## src/rtl/motor_drv_pkg.sv

```systemverilog
// motor_drv_pkg: shared state encoding, direction codes and helpers for the motor bridge driver
// Contents: state_t (OFF/RAMP/RUN/DEAD), DIR_A/DIR_B/DIR_STOP, is_run() run-code check.
package motor_drv_pkg;
  typedef enum logic [1:0] {ST_OFF, ST_RAMP, ST_RUN, ST_DEAD} state_t;
  localparam logic [1:0] DIR_A = 2'b10;
  localparam logic [1:0] DIR_B = 2'b01;
  localparam logic [1:0] DIR_STOP = 2'b00;
  function automatic logic is_run(logic [1:0] d);
    return d == DIR_A || d == DIR_B;
  endfunction
endpackage

```

## src/rtl/motor_bridge_driver_if.sv

```systemverilog
// motor_bridge_driver_if: command and H-bridge signal bundle of the motor bridge driver
// Signals: motor_in[3:0]/motor_en[1:0] commands (async), duty_max target duty (sync),
//          bridge_in[3:0] direction pins, bridge_en[1:0] PWM pins, busy[1:0] dead-time flags.
// Modports: master drives commands, slave (the driver) drives bridge pins.
interface motor_bridge_driver_if #(parameter int PWM_BITS = 8);
  logic [3:0] motor_in;
  logic [1:0] motor_en;
  logic [PWM_BITS-1:0] duty_max;
  logic [3:0] bridge_in;
  logic [1:0] bridge_en;
  logic [1:0] busy;
  modport master(output motor_in, motor_en, duty_max, input bridge_in, bridge_en, busy);
  modport slave(input motor_in, motor_en, duty_max, output bridge_in, bridge_en, busy);
endinterface

```

## src/rtl/motor_drv_channel.sv

```systemverilog
// motor_drv_channel: one H-bridge channel FSM with duty register, ramp timer and dead-time counter
// Ports: clk, rst_n (async active-low), i_dir/i_en synchronized command, i_duty_max target duty,
//        o_bridge direction pair, o_duty current duty, o_busy high during dead-time.
// Macro MOTOR_DRV_RAMP_EN builds the RAMP state and ramp timer; otherwise duty jumps to duty_max.
module motor_drv_channel
  import motor_drv_pkg::*;
#(
  parameter int PWM_BITS = 8,
  parameter int DEAD_CYCLES = 1000,
  parameter int RAMP_STEP = 4,
  parameter int RAMP_DIV = 256
) (
  input  logic                clk,
  input  logic                rst_n,
  input  logic [1:0]          i_dir,
  input  logic                i_en,
  input  logic [PWM_BITS-1:0] i_duty_max,
  output logic [1:0]          o_bridge,
  output logic [PWM_BITS-1:0] o_duty,
  output logic                o_busy
);
  localparam int DW = $clog2(DEAD_CYCLES + 1);
  state_t r_state, w_state;
  logic [1:0] r_bridge, w_bridge;
  logic [PWM_BITS-1:0] r_duty, w_duty;
  logic [DW-1:0] r_dead, w_dead;
  logic w_leave;
  if (DEAD_CYCLES < 1 || RAMP_STEP < 1 || RAMP_DIV < 1) begin : g_cfg_err
    $error("motor_drv_channel: DEAD_CYCLES, RAMP_STEP and RAMP_DIV must be positive");
  end
`ifdef MOTOR_DRV_RAMP_EN
  localparam int TW = $clog2(RAMP_DIV + 1);
  logic [TW-1:0] r_tmr, w_tmr;
  logic w_tick;
  logic [PWM_BITS:0] w_sum;
  logic [PWM_BITS-1:0] w_step;
  assign w_tick = r_tmr == TW'(RAMP_DIV - 1);
  // one extra bit so the increment cannot wrap before saturation
  assign w_sum = {1'b0, r_duty} + (PWM_BITS + 1)'(RAMP_STEP);
  assign w_step = !w_tick ? r_duty : (w_sum >= {1'b0, i_duty_max}) ? i_duty_max : w_sum[PWM_BITS-1:0];
  always_ff @(posedge clk or negedge rst_n)
    if (!rst_n) r_tmr <= '0;
    else r_tmr <= w_tmr;
`endif
  // the latched direction is the bridge pair itself, so any mismatch covers stop codes too
  assign w_leave = !i_en || i_dir != r_bridge;
  always_comb begin
    w_state = r_state;
    w_bridge = r_bridge;
    w_duty = r_duty;
    w_dead = r_dead;
`ifdef MOTOR_DRV_RAMP_EN
    w_tmr = r_tmr;
`endif
    if (r_state == ST_DEAD) begin
      w_state = r_dead == '0 ? ST_OFF : ST_DEAD;
      w_dead = r_dead - 1'b1;
    end else if (r_state == ST_OFF) begin
      if (i_en && is_run(i_dir)) begin
        w_bridge = i_dir;
`ifdef MOTOR_DRV_RAMP_EN
        w_duty = '0;
        w_tmr = '0;
        w_state = i_duty_max == '0 ? ST_RUN : ST_RAMP;
`else
        w_duty = i_duty_max;
        w_state = ST_RUN;
`endif
      end
    end else if (w_leave) begin
      w_state = ST_DEAD;
      w_bridge = DIR_STOP;
      w_duty = '0;
      w_dead = DW'(DEAD_CYCLES - 1);
    end else if (r_state == ST_RUN) begin
`ifdef MOTOR_DRV_RAMP_EN
      if (i_duty_max > r_duty) begin
        w_state = ST_RAMP;
        w_tmr = '0;
      end else w_duty = i_duty_max;
`else
      w_duty = i_duty_max;
`endif
    end else begin
`ifdef MOTOR_DRV_RAMP_EN
      w_tmr = w_tick ? '0 : r_tmr + 1'b1;
      w_duty = w_step >= i_duty_max ? i_duty_max : w_step;
      w_state = w_step >= i_duty_max ? ST_RUN : ST_RAMP;
`else
      w_state = ST_OFF;
`endif
    end
  end
  always_ff @(posedge clk or negedge rst_n)
    if (!rst_n) begin
      r_state <= ST_OFF;
      r_bridge <= DIR_STOP;
      r_duty <= '0;
      r_dead <= '0;
    end else begin
      r_state <= w_state;
      r_bridge <= w_bridge;
      r_duty <= w_duty;
      r_dead <= w_dead;
    end
  assign o_bridge = r_bridge;
  assign o_duty = r_duty;
  assign o_busy = r_state == ST_DEAD;
endmodule

```

## src/rtl/motor_bridge_driver.sv

```systemverilog
// motor_bridge_driver: turns rover motor commands into dead-timed, ramped H-bridge drive for two motors
// Ports: clk, rst_n (async active-low), bus (motor_bridge_driver_if.slave): motor_in/motor_en
//        commands in, duty_max target duty in, bridge_in/bridge_en/busy out.
// Macro MOTOR_DRV_RAMP_EN enables the duty ramp in both channels.
module motor_bridge_driver
  import motor_drv_pkg::*;
#(
  parameter int PWM_BITS = 8,
  parameter int DEAD_CYCLES = 1000,
  parameter int RAMP_STEP = 4,
  parameter int RAMP_DIV = 256
) (
  input logic clk,
  input logic rst_n,
  motor_bridge_driver_if.slave bus
);
  logic [5:0] r_sync1, r_sync2;
  logic [PWM_BITS-1:0] r_pwm;
  logic [1:0] r_en;
  logic [3:0] w_bridge;
  logic [1:0] w_busy;
  logic [PWM_BITS-1:0] w_duty [2];
  always_ff @(posedge clk or negedge rst_n)
    if (!rst_n) begin
      r_sync1 <= '0;
      r_sync2 <= '0;
      r_pwm <= '0;
      r_en <= '0;
    end else begin
      r_sync1 <= {bus.motor_en, bus.motor_in};
      r_sync2 <= r_sync1;
      r_pwm <= r_pwm + 1'b1;
      r_en <= {r_pwm < w_duty[1], r_pwm < w_duty[0]};
    end
  for (genvar c = 0; c < 2; c++) begin : g_ch
    motor_drv_channel #(
      .PWM_BITS(PWM_BITS), .DEAD_CYCLES(DEAD_CYCLES), .RAMP_STEP(RAMP_STEP), .RAMP_DIV(RAMP_DIV)
    ) u_ch (
      .clk(clk),
      .rst_n(rst_n),
      .i_dir(r_sync2[2*c+1 -: 2]),
      .i_en(r_sync2[4+c]),
      .i_duty_max(bus.duty_max),
      .o_bridge(w_bridge[2*c+1 -: 2]),
      .o_duty(w_duty[c]),
      .o_busy(w_busy[c])
    );
  end
  assign bus.bridge_in = w_bridge;
  // the compare register lags duty by one edge; masking with the pair keeps PWM off the instant the pair stops
  assign bus.bridge_en = r_en & {w_bridge[3:2] != DIR_STOP, w_bridge[1:0] != DIR_STOP};
  assign bus.busy = w_busy;
endmodule

```

## src/flat_wrapper.sv

```systemverilog
// flat-port wrapper written by rule: the top's interface ports become plain ports
module motor_bridge_driver_flat import motor_drv_pkg::*;
#(
  parameter int PWM_BITS = 8,
  parameter int DEAD_CYCLES = 1000,
  parameter int RAMP_STEP = 4,
  parameter int RAMP_DIV = 256
)
  (clk, rst_n, bus_motor_in, bus_motor_en, bus_duty_max, bus_bridge_in, bus_bridge_en, bus_busy);
  motor_bridge_driver_if #(.PWM_BITS(PWM_BITS)) bus_i ();
  input logic clk;
  input logic rst_n;
  input wire logic [$bits(bus_i.motor_in)-1:0] bus_motor_in;
  input wire logic [$bits(bus_i.motor_en)-1:0] bus_motor_en;
  input wire logic [$bits(bus_i.duty_max)-1:0] bus_duty_max;
  output wire logic [$bits(bus_i.bridge_in)-1:0] bus_bridge_in;
  output wire logic [$bits(bus_i.bridge_en)-1:0] bus_bridge_en;
  output wire logic [$bits(bus_i.busy)-1:0] bus_busy;
  assign bus_i.motor_in = bus_motor_in;
  assign bus_i.motor_en = bus_motor_en;
  assign bus_i.duty_max = bus_duty_max;
  assign bus_bridge_in = bus_i.bridge_in;
  assign bus_bridge_en = bus_i.bridge_en;
  assign bus_busy = bus_i.busy;
  motor_bridge_driver #(.PWM_BITS(PWM_BITS), .DEAD_CYCLES(DEAD_CYCLES), .RAMP_STEP(RAMP_STEP), .RAMP_DIV(RAMP_DIV)) u_core (.clk(clk), .rst_n(rst_n), .bus(bus_i));
endmodule
```

## config.mk

```make
export PLATFORM = sky130hd
export DESIGN_NAME = motor_bridge_driver_flat
export DESIGN_NICKNAME = d
export VERILOG_FILES = /design/src/rtl/motor_drv_pkg.sv /design/src/rtl/motor_bridge_driver_if.sv /design/src/rtl/motor_drv_channel.sv /design/src/rtl/motor_bridge_driver.sv /design/src/flat_wrapper.sv
export SDC_FILE = /design/constraint.sdc
export NUM_CORES = 1
export LEC_CHECK = 0
export ABC_CLOCK_PERIOD_IN_PS = 5200
export CORE_UTILIZATION = 35
export CTS_CLUSTER_SIZE = 14
export DETAILED_ROUTE_END_ITERATION = 8
export PLACE_DENSITY_LB_ADDON = 0.15
export RECOVER_POWER = 25
export SETUP_SLACK_MARGIN = 0.4
export SKIP_CTS_REPAIR_TIMING = 1
export SLEW_MARGIN = 10
export SYNTH_ARGS = -nofsm -noshare
export SYNTH_HDL_FRONTEND = slang
export SYNTH_SLANG_ARGS = --single-unit
```

## constraint.sdc

```tcl
create_clock -name clk -period 5.2 [get_ports clk]
set_clock_uncertainty 0.05 [all_clocks]
set_input_delay 0.52 -clock clk [delete_from_list [all_inputs] [get_ports clk]]
set_output_delay 0.52 -clock clk [all_outputs]
set_load 0.01 [all_outputs]
```

# Word level (Yosys, flattened, before mapping)
# Cells that the tools add are included.
dict set report word_totals {
  ff_bits 66
  elab_cells 98
  output_inout_bits 8
  in_bits 16
}
dict set report op_classes {
  n_reduce_logical 28
  add_sub_neg 3
  n_eq_ne 18
  mux 32
  bitwise_logic 3
  magnitude_cmp 2
}
# cell count
set ops {}
lappend ops {{$mux 8} 8}
lappend ops {{$mux 10} 6}
lappend ops {{$mux 2} 18}
lappend ops {{$logic_not 10->1} 2}
lappend ops {{$sub 10x1->10 const B} 2}
lappend ops {{$lt 8x8->1} 2}
lappend ops {{$eq 2x2->1 const B} 6}
lappend ops {{$reduce_and 3->1} 4}
lappend ops {{$reduce_bool 2->1} 6}
lappend ops {{$add 8x1->8 const B} 1}
lappend ops {{$ne 4x4->1 const B} 2}
lappend ops {{$reduce_and 2->1} 4}
lappend ops {{$ne 3x2->1 const B} 2}
lappend ops {{$reduce_bool 3->1} 2}
lappend ops {{$eq 2x1->1 const B} 2}
lappend ops {{$logic_not 2->1} 2}
lappend ops {{$logic_or 1x1->1} 4}
lappend ops {{$ne 2x1->1 const B} 2}
lappend ops {{$ne 2x2->1} 2}
lappend ops {{$ne 2x2->1 const B} 2}
lappend ops {{$and 2x2->2} 1}
lappend ops {{$logic_and 1x1->1} 2}
lappend ops {{$logic_not 1->1} 2}
lappend ops {{$not 1->1} 2}

# Longest topological paths before layout
# Gate-level depths: netlist (run 1).
dict set report logic_depth {
  word_depth 6
  mapped_depth 6
  ltp_nobuf 6
}

# Hierarchy
# From an unflattened synthesis (run 1), not the netlist that was laid out.
dict set report hier_totals {
  cells_unflattened 364
  area_unflattened_um2 3741.1
}
# module seq_area_each_um2 instances area_per_inst_um2 cells_each
set by_module_without_submodules {}
lappend by_module_without_submodules {motor_drv_channel 550.5 2 1360.1 140}
lappend by_module_without_submodules {motor_bridge_driver 550.5 1 1021.0 84}

# Least setup slack after synthesis (run 1)
# OpenSTA, ideal clock, no wires.
dict set report synth_timing {
  kind {register to register}
  start {reg u_core.g_ch[0].u_ch.r_bridge[0]}
  end {reg u_core.g_ch[0].u_ch.r_dead[0]}
  required_time_ns 5.025
  setup_time_ns 0.125
  t_arrival_ns 1.486
  n_path_buf 0
  synth_period_minus_slack_ns 1.661
  setup_slack_ns 3.539
  path_stages_with_launch 5
  path_cell_list {dfrtp_1 -> xnor2_1 -> nand3_1 -> maj3_1 -> mux2_2}
}
dict set report synth_between {
  elab_chain_cells 4
}
# element line
set synth_lines {}
lappend synth_lines {{start, declared} motor_drv_channel.sv:24} ;# logic [1:0] r_bridge, w_bridge;
lappend synth_lines {{start signal, assigned} motor_drv_channel.sv:102} ;# r_bridge <= w_bridge;
lappend synth_lines {{$ne 2x2->1} motor_drv_channel.sv:46} ;# assign w_leave = !i_en || i_dir != r_bridge;
lappend synth_lines {{$logic_or 1x1->1} motor_drv_channel.sv:46}
lappend synth_lines {{$reduce_bool 2->1 (no line)} --}
lappend synth_lines {{$reduce_and 2->1 (no line)} --}
lappend synth_lines {{end signal, assigned} motor_drv_channel.sv:104} ;# r_dead <= w_dead;
lappend synth_lines {{end, declared} motor_drv_channel.sv:26} ;# logic [DW-1:0] r_dead, w_dead;
# No other way between the ends.
# A chain may end at the register's enable or synchronous reset.

# Worst setup path after layout (run 1)
dict set report layout_timing {
  start {reg u_core.g_ch[1].u_ch.r_state[0]}
  end {out bus_busy[1]}
}
dict set report layout_between {
  elab_chain_cells 1
}
# element line
set layout_lines {}
lappend layout_lines {{start, declared} motor_drv_channel.sv:23} ;# state_t r_state, w_state;
lappend layout_lines {{start signal, assigned} motor_drv_channel.sv:101} ;# r_state <= w_state;
lappend layout_lines {{$eq 2x2->1} motor_drv_channel.sv:108} ;# assign o_busy = r_state == ST_DEAD;
lappend layout_lines {{end, declared} flat_wrapper.sv:18} ;# output wire logic [$bits(bus_i.busy)-1:0] bus_busy;
# No other way between the ends.

==> metrics.cfg, run 1 <==
[status]
status = complete, no violations

[floorplan]
die_area_um2 = 9348
coreArea_um2 = 8721
floorplan.initialDensity = 0.3598
rows = 34
ios = 24
die_w_um = 96.69
die_y_um = 96.69

[clock_network]
clock_latency_ns = 0.35
clock_sinks = 66
ctsRootBufferMaster = clkbuf_8
cts_tree = done
cts_buffers = 9
max-clock-path-buffers = 2
htreeDepth = 3
clk_pin_slew_ns = 0.08

[final_layout]
final_cell_mix = dfrtp_1 (66), inv_1 (20), a22o_1 (20), ha_1 (19), clkdlybuf4s50_1 (16)
fillers = 809
antenna_cells = 0
layout.nets = 332
drive_above_1_share = 0.08940
area_delta_synth_final_pct = 16.27
final_common_cell = dfrtp_1

[yosys]
async_flop_share = 1.000
syn_inst = 273
netlist_area_um2 = 3138
syn_nets = 308
yosys_warnings = 0
synth_edf_count = 0
synthFlopType = dfrtp_1
ys_seq_elements = 66
yosysSeqAreaShare = 0.5263
avgSynthCellArea_um2 = 11.49
ys_types = 47

[timing]
worst_pin_slew_ns = 0.8391
fmax_ghz = 0.4289
setup_tns_ns = 0
slew_violations = 0
rsz0062_at_grt = false
setup_viol = 0
slew_headroom = 0.4406
hold_slack_ns = 0.2919
period_share = 0.4484
period_minus_slack_ns = 2.332
hold_violations = 0

[power]
power_leakage_uw = 0.001536
p_per_area_nw_per_um2 = 436.9
ir_worst_vdd_uv = 163.3

[critical_path]
cp.required_ns = 4.63
worstSetupEndpointType = primary output
critPathKind = register to primary output
path_max_fanout = 9
arrival_ns = 1.76
startpoint_type = register

[global_route]
grt_usage = 0.1384
antenna_found_initial = 0
grt_overflow = 0
grt_start_max_net_pins = 67
grt_pass1_vias = 2133
grt_pass1_wl_um = 10270

[route]
via_per_inst = 5.068
ant_nets = 0
drc = 0
routed_wirelength_um = 5867
routedWlPerCell_um = 14.31
vias = 2078
drtPass1Iterations = 4
first_iter_violations = 81

[place]
port_buffers = 23
place_hpwl_um = 3973
place_congestion = 0.7916

[job]
drv_cap = 0

[worst_hold_path]
hold_path.class = primary input to async pin

[registers in the layout, indices dropped and copies added, names as in the netlist]
| signal | flops |
|---|---|
| u_core.r_sync2 | 6 |
| u_core.g_ch.u_ch.r_dead | 20 |
| u_core.g_ch.u_ch.o_duty | 16 |
| u_core.g_ch.u_ch.r_state | 4 |
| u_core.r_sync1 | 6 |
| u_core.r_pwm | 8 |
| u_core.r_en | 2 |
| u_core.g_ch.u_ch.o_bridge | 4 |
[power breakdown]
part	total (uW)	internal, uW	switching (uW)	leakage [uW]
sequential	675	594	80.7	0.000784
combinational	437	198	239	0.000643
clock	482	282	201	0.000109
total	1590	1070	520	0.00154
[worst max-delay path, cell delays in order, from the launching register on]
cell and delay, ns:
dfrtp_1 0.50, and2_1 0.33, clkdlybuf4s50_1 0.59
[cell families after synthesis]
kind of cell / Yosys count / synth area share
compound gates: 64 / 0.1543
flops: 66 / 0.5263
fa+ha+maj: 21 / 0.08214
mux: 5 / 0.01635
buf+inv: 31 / 0.04824
simple gates: 70 / 0.1280
xor+xnor: 16 / 0.04466
[Yosys cell counts (3+ instances only)]
master / n / area share
dfrtp_1: 66 / 0.53
a22o_1: 20 / 0.056
inv_1: 20 / 0.024
ha_1: 19 / 0.076
nand2_1: 12 / 0.014
nor3_1: 10 / 0.016
o21ai_0: 10 / 0.016
xnor2_1: 10 / 0.028
nor2_1: 9 / 0.011
a21oi_1: 8 / 0.013
nand3_1: 7 / 0.011
xor2_1: 6 / 0.017
a21o_1: 4 / 0.0096
a31oi_1: 4 / 0.0080
and3_1: 4 / 0.0080
buf_2: 4 / 0.0064
mux2i_1: 4 / 0.013
nand2b_1: 4 / 0.0080
and4_1: 3 / 0.0084
buf_6: 3 / 0.011
nand4_1: 3 / 0.0060
nor4_1: 3 / 0.0060
or2_1: 3 / 0.0060
or4_1: 3 / 0.0072
[layout make-up]
| class | count | area (um2) | share of cell area |
|---|---|---|---|
| Clock buffer | 11 | 141.4 | 0.03875 |
| Tap cell | 108 | 135.1 | 0.03704 |
| Sequential cell | 66 | 1652 | 0.4527 |
| Inverter | 20 | 75.07 | 0.02058 |
| Timing Repair Buffer | 24 | 232.7 | 0.06379 |
| Multi-Input combinational cell | 176 | 1335 | 0.3659 |
| Clock inverter | 5 | 77.57 | 0.02126 |
[per-stage QoR]
step                      worst slack [ns]  area (um2)  instances  utilization  total power (uW)
after floorplan                      3.539        3138        273            -              1023
after global placement               3.266        3430        394       0.3933              1121
after detailed placement             3.237        3430        394       0.3933              1123
after CTS                            2.862        3649        410       0.4184              1615
after global routing                 2.766        3649        410       0.4184              1703
final                                2.868        3649        410       0.4184              1594
[worst paths after layout]
path / startpoint / to / slack (ns) / cells past startpoint
min: rst_n / u_core.g_ch[0].u_ch.r_dead[0] / 0.29 / 2
min in group clk: u_core.r_sync1[5] / u_core.r_sync2[5] / 0.30 / 0
min reg2reg: u_core.r_sync1[5] / u_core.r_sync2[5] / 0.30 / 0
max: u_core.g_ch[1].u_ch.r_state[0] / bus_busy[1] / 2.87 / 2
max reg2reg: u_core.g_ch[0].u_ch.o_bridge[1] / u_core.g_ch[0].u_ch.o_duty[7] / 3.29 / 4
max in group asynchronous: rst_n / u_core.r_en[1] / 4.24 / 2
[metal layers]
layer	vias to the layer above	global-route usage	wire length, um
met5	-	0	0
met4	0	0.07233	121
met3	10	0.02890	134
met2	21	0.2064	2645
met1	1007	0.1895	2967
li1	1040	-	-
Note: power is estimated with default switching activity, not from simulation.
==> inputs of run 2 (changes only) <==
--- a/config.mk
+++ b/config.mk
@@ -5,7 +5,7 @@
 export SDC_FILE = /design/constraint.sdc
 export NUM_CORES = 1
 export LEC_CHECK = 0
-export ABC_CLOCK_PERIOD_IN_PS = 5200
+export ABC_CLOCK_PERIOD_IN_PS = 1900
 export CORE_UTILIZATION = 35
 export CTS_CLUSTER_SIZE = 14
 export DETAILED_ROUTE_END_ITERATION = 8
==> constraint.sdc (replaced) <==
create_clock -name clk -period 1.9 [get_ports clk]
set_clock_uncertainty 0.05 [all_clocks]
set_input_delay 0.19 -clock clk [delete_from_list [all_inputs] [get_ports clk]]
set_output_delay 0.19 -clock clk [all_outputs]
set_load 0.01 [all_outputs]
==> run 2 against run 1 <==
Effect of this change:
- clock power rose to 2.5 times the previous value
- die area stayed put
- total power increased to 3.2 times the previous value
- register-to-register slack worse by 3.1 ns
- final cell count increased by 9.5%
- sequential power rose to 2.7 times the previous value
- combinational power grew to 4.6 times the previous value
- hold slack better by 0.0069 ns
- flip-flop and latch count unchanged
- via count grew 11%
- critical path depth grew 3
- critical endpoint is now u_core.g_ch[0].u_ch.o_bridge[0]
- largest cell class is now multi-input gates
- highest routed layer unchanged
==> metrics.cfg, run 2 (synthesis results as in run 1) <==
[status]
status = complete, no violations  ; unchanged

[worst_hold_path]
hold_path.class = register to register  ; was primary input to async pin

[timing]
setup_tns_ns = 0  ; unchanged
setup_ws_ns = 0.2366  ; was 2.868 ns
slew_violations = 0  ; unchanged
hold_slack_ns = 0.2988  ; was 0.2919 ns
slew_headroom = 0.4120  ; was 0.4406
period_share = 0.8755
rsz0062_at_grt = true  ; was false
period_minus_slack_ns = 1.663
setup_viol = 0  ; unchanged
fmax_ghz = 0.6012
hold_violations = 0  ; unchanged
worst_pin_slew_ns = 0.8819  ; was 0.8391 ns

[final_layout]
antenna_cells = 0  ; unchanged
largest-register = u_core.g_ch.u_ch.r_dead  ; unchanged
final_common_cell = dfrtp_1  ; unchanged
layout.nets = 371  ; was 332
final_cells = 449  ; was 410
largest_reg_flops = 20  ; unchanged
area_delta_synth_final_pct = 38.72  ; was 16.27%
final_core_util = 0.4991  ; was 0.4184
drive_above_1_share = 0.3607  ; was 0.08940
final_cell_mix = dfrtp_1 (52), buf_4 (31), a22o_1 (20), inv_1 (16), ha_1 (16)  ; was dfrtp_1 (66), inv_1 (20), a22o_1 (20), ha_1 (19), clkdlybuf4s50_1 (16)

[floorplan]
rows = 34  ; unchanged
ios = 24  ; unchanged
die_area_um2 = 9348  ; unchanged
die_y_um = 96.69  ; unchanged
die_w_um = 96.69  ; unchanged
coreArea_um2 = 8721  ; unchanged
floorplan.initialDensity = 0.3598  ; unchanged

[clock_network]
htreeDepth = 3  ; unchanged
ctsRootBufferMaster = clkbuf_8  ; unchanged
clock_latency_ns = 0.34  ; was 0.35 ns
max-clock-path-buffers = 2  ; unchanged
cts_buffers = 9  ; unchanged
clock_sinks = 66  ; unchanged
cts_tree = done  ; unchanged
clk_pin_slew_ns = 0.08  ; about the same

[critical_path]
cp_top_family = compound AO/OA/AOI/OAI gates  ; was buffers and inverters
cp.required_ns = 2.08  ; was 4.63 ns
path_cells = buf_12, xnor2_4, a31o_2, a221o_1, a22o_1  ; was and2_1, clkdlybuf4s50_1
critPathKind = register to register  ; was register to primary output
worstSetupEndpointType = register  ; was primary output
cpPeakStageDelay_ns = 0.43  ; was 0.59 ns
startpoint_type = register  ; unchanged
arrival_ns = 1.84  ; was 1.76 ns
path_buf_inv = 1  ; unchanged
path_max_fanout = 6  ; was 9
cp_slowest_cell = dfrtp_2  ; was clkdlybuf4s50_1

[global_route]
grt_pass1_wl_um = 10160  ; was 10270 um
grt_pass1_vias = 2154  ; was 2133
antenna_found_initial = 0  ; unchanged
grt_usage = 0.1367  ; was 0.1384
grt_start_max_net_pins = 67  ; unchanged
grt_overflow = 0  ; unchanged

[power]
combPwrFrac = 0.398  ; was 0.274
netSwitchingPower_uw = 1690  ; was 520.4 uW
p_clk_frac = 0.239  ; was 0.303
p_int_uw = 3352  ; was 1074 uW
p_per_area_nw_per_um2 = 1158  ; was 436.9 nW/um2
power_leakage_uw = 0.001947  ; was 0.001536 uW
switching_share = 0.3352  ; was 0.3265
seq_power_share = 0.363  ; was 0.423
ir_worst_vdd_uv = 486.0  ; was 163.3 uV

[place]
dp_slack_ns = 0.1516  ; was 3.237 ns
port_buffers = 23  ; unchanged
place_congestion = 0.7590  ; was 0.7916
dp_cells = 399  ; was 394
place_hpwl_um = 3998  ; was 3973 um

[route]
routedWlPerCell_um = 14.67  ; was 14.31 um
routed_wirelength_um = 6589  ; was 5867 um
drtPass1Iterations = 4  ; unchanged
drc = 0  ; unchanged
vias = 2310  ; was 2078
ant_nets = 0  ; unchanged
via_per_inst = 5.145  ; was 5.068
first_iter_violations = 77  ; was 81

[job]
drv_cap = 0  ; unchanged

[run 2: cell count changes in the layout (fill, tap and decap cells not counted), moves of 6 or more]
cell	before	now
o21ai_0	10	3
o21ai_1	0	6
dfrtp_2	0	14
dfrtp_1	66	52
buf_4	1	31
clkdlybuf4s50_1	16	8
dlymetal6s2s_1	0	8
[run 2: final timing paths]
check	slack, ns	cells past startpoint	to	startpoint
setup / recovery	0.24	5	u_core.g_ch[0].u_ch.o_bridge[0]	u_core.g_ch[0].u_ch.o_bridge[0]
hold / removal	0.30	0	u_core.r_sync2[4]	u_core.r_sync1[4]
setup reg to reg	0.24	5	u_core.g_ch[0].u_ch.o_bridge[0]	u_core.g_ch[0].u_ch.o_bridge[0]
hold reg to reg	0.30	0	u_core.r_sync2[4]	u_core.r_sync1[4]
max in group asynchronous	0.61	3	u_core.g_ch[1].u_ch.r_dead[4]	rst_n
min in group asynchronous	0.57	3	u_core.r_sync1[1]	rst_n
[run 2: layout make-up]
class                   instances  area [um2]
clock buffers                  11       151.4
well taps                     108       135.1
repair buffers                 61       569.3
inverters                      20       75.07
multi-input cells             178        1700
fillers                       762        4368
flip-flops and latches         66        1669
clock inverters                 5       52.55
[run 2: stage by stage]
step	power [uW]	area, um2
2_1_floorplan	2925	3241
3_3_place_gp	3181	3553
3_5_place_dp	3191	3553
4_1_cts	4412	3757
5_1_grt	5349	4353
6_report	5042	4353
[run 2: layer usage]
| metal | track usage | vias to the layer above | part of all wire |
|---|---|---|---|
| li1 | - | 1128 | - |
| met1 | 0.1850 | 1147 | 0.48 |
| met2 | 0.2042 | 26 | 0.48 |
| met3 | 0.02890 | 9 | 0.022 |
| met4 | 0.07577 | 0 | 0.016 |
| met5 | 0 | - | 0 |
[run 2: power groups by stage]
| stage | Sequential [uW] | Combinational [uW] | Clock [uW] |
|---|---|---|---|
| after global placement | 1870 | 1310 | 0 |
| after floorplan | 1770 | 1160 | 0 |
| after CTS | 1850 | 1320 | 1240 |
| after global routing | 1860 | 2190 | 1300 |
| final | 1830 | 2010 | 1210 |
| after detailed placement | 1870 | 1320 | 0 |
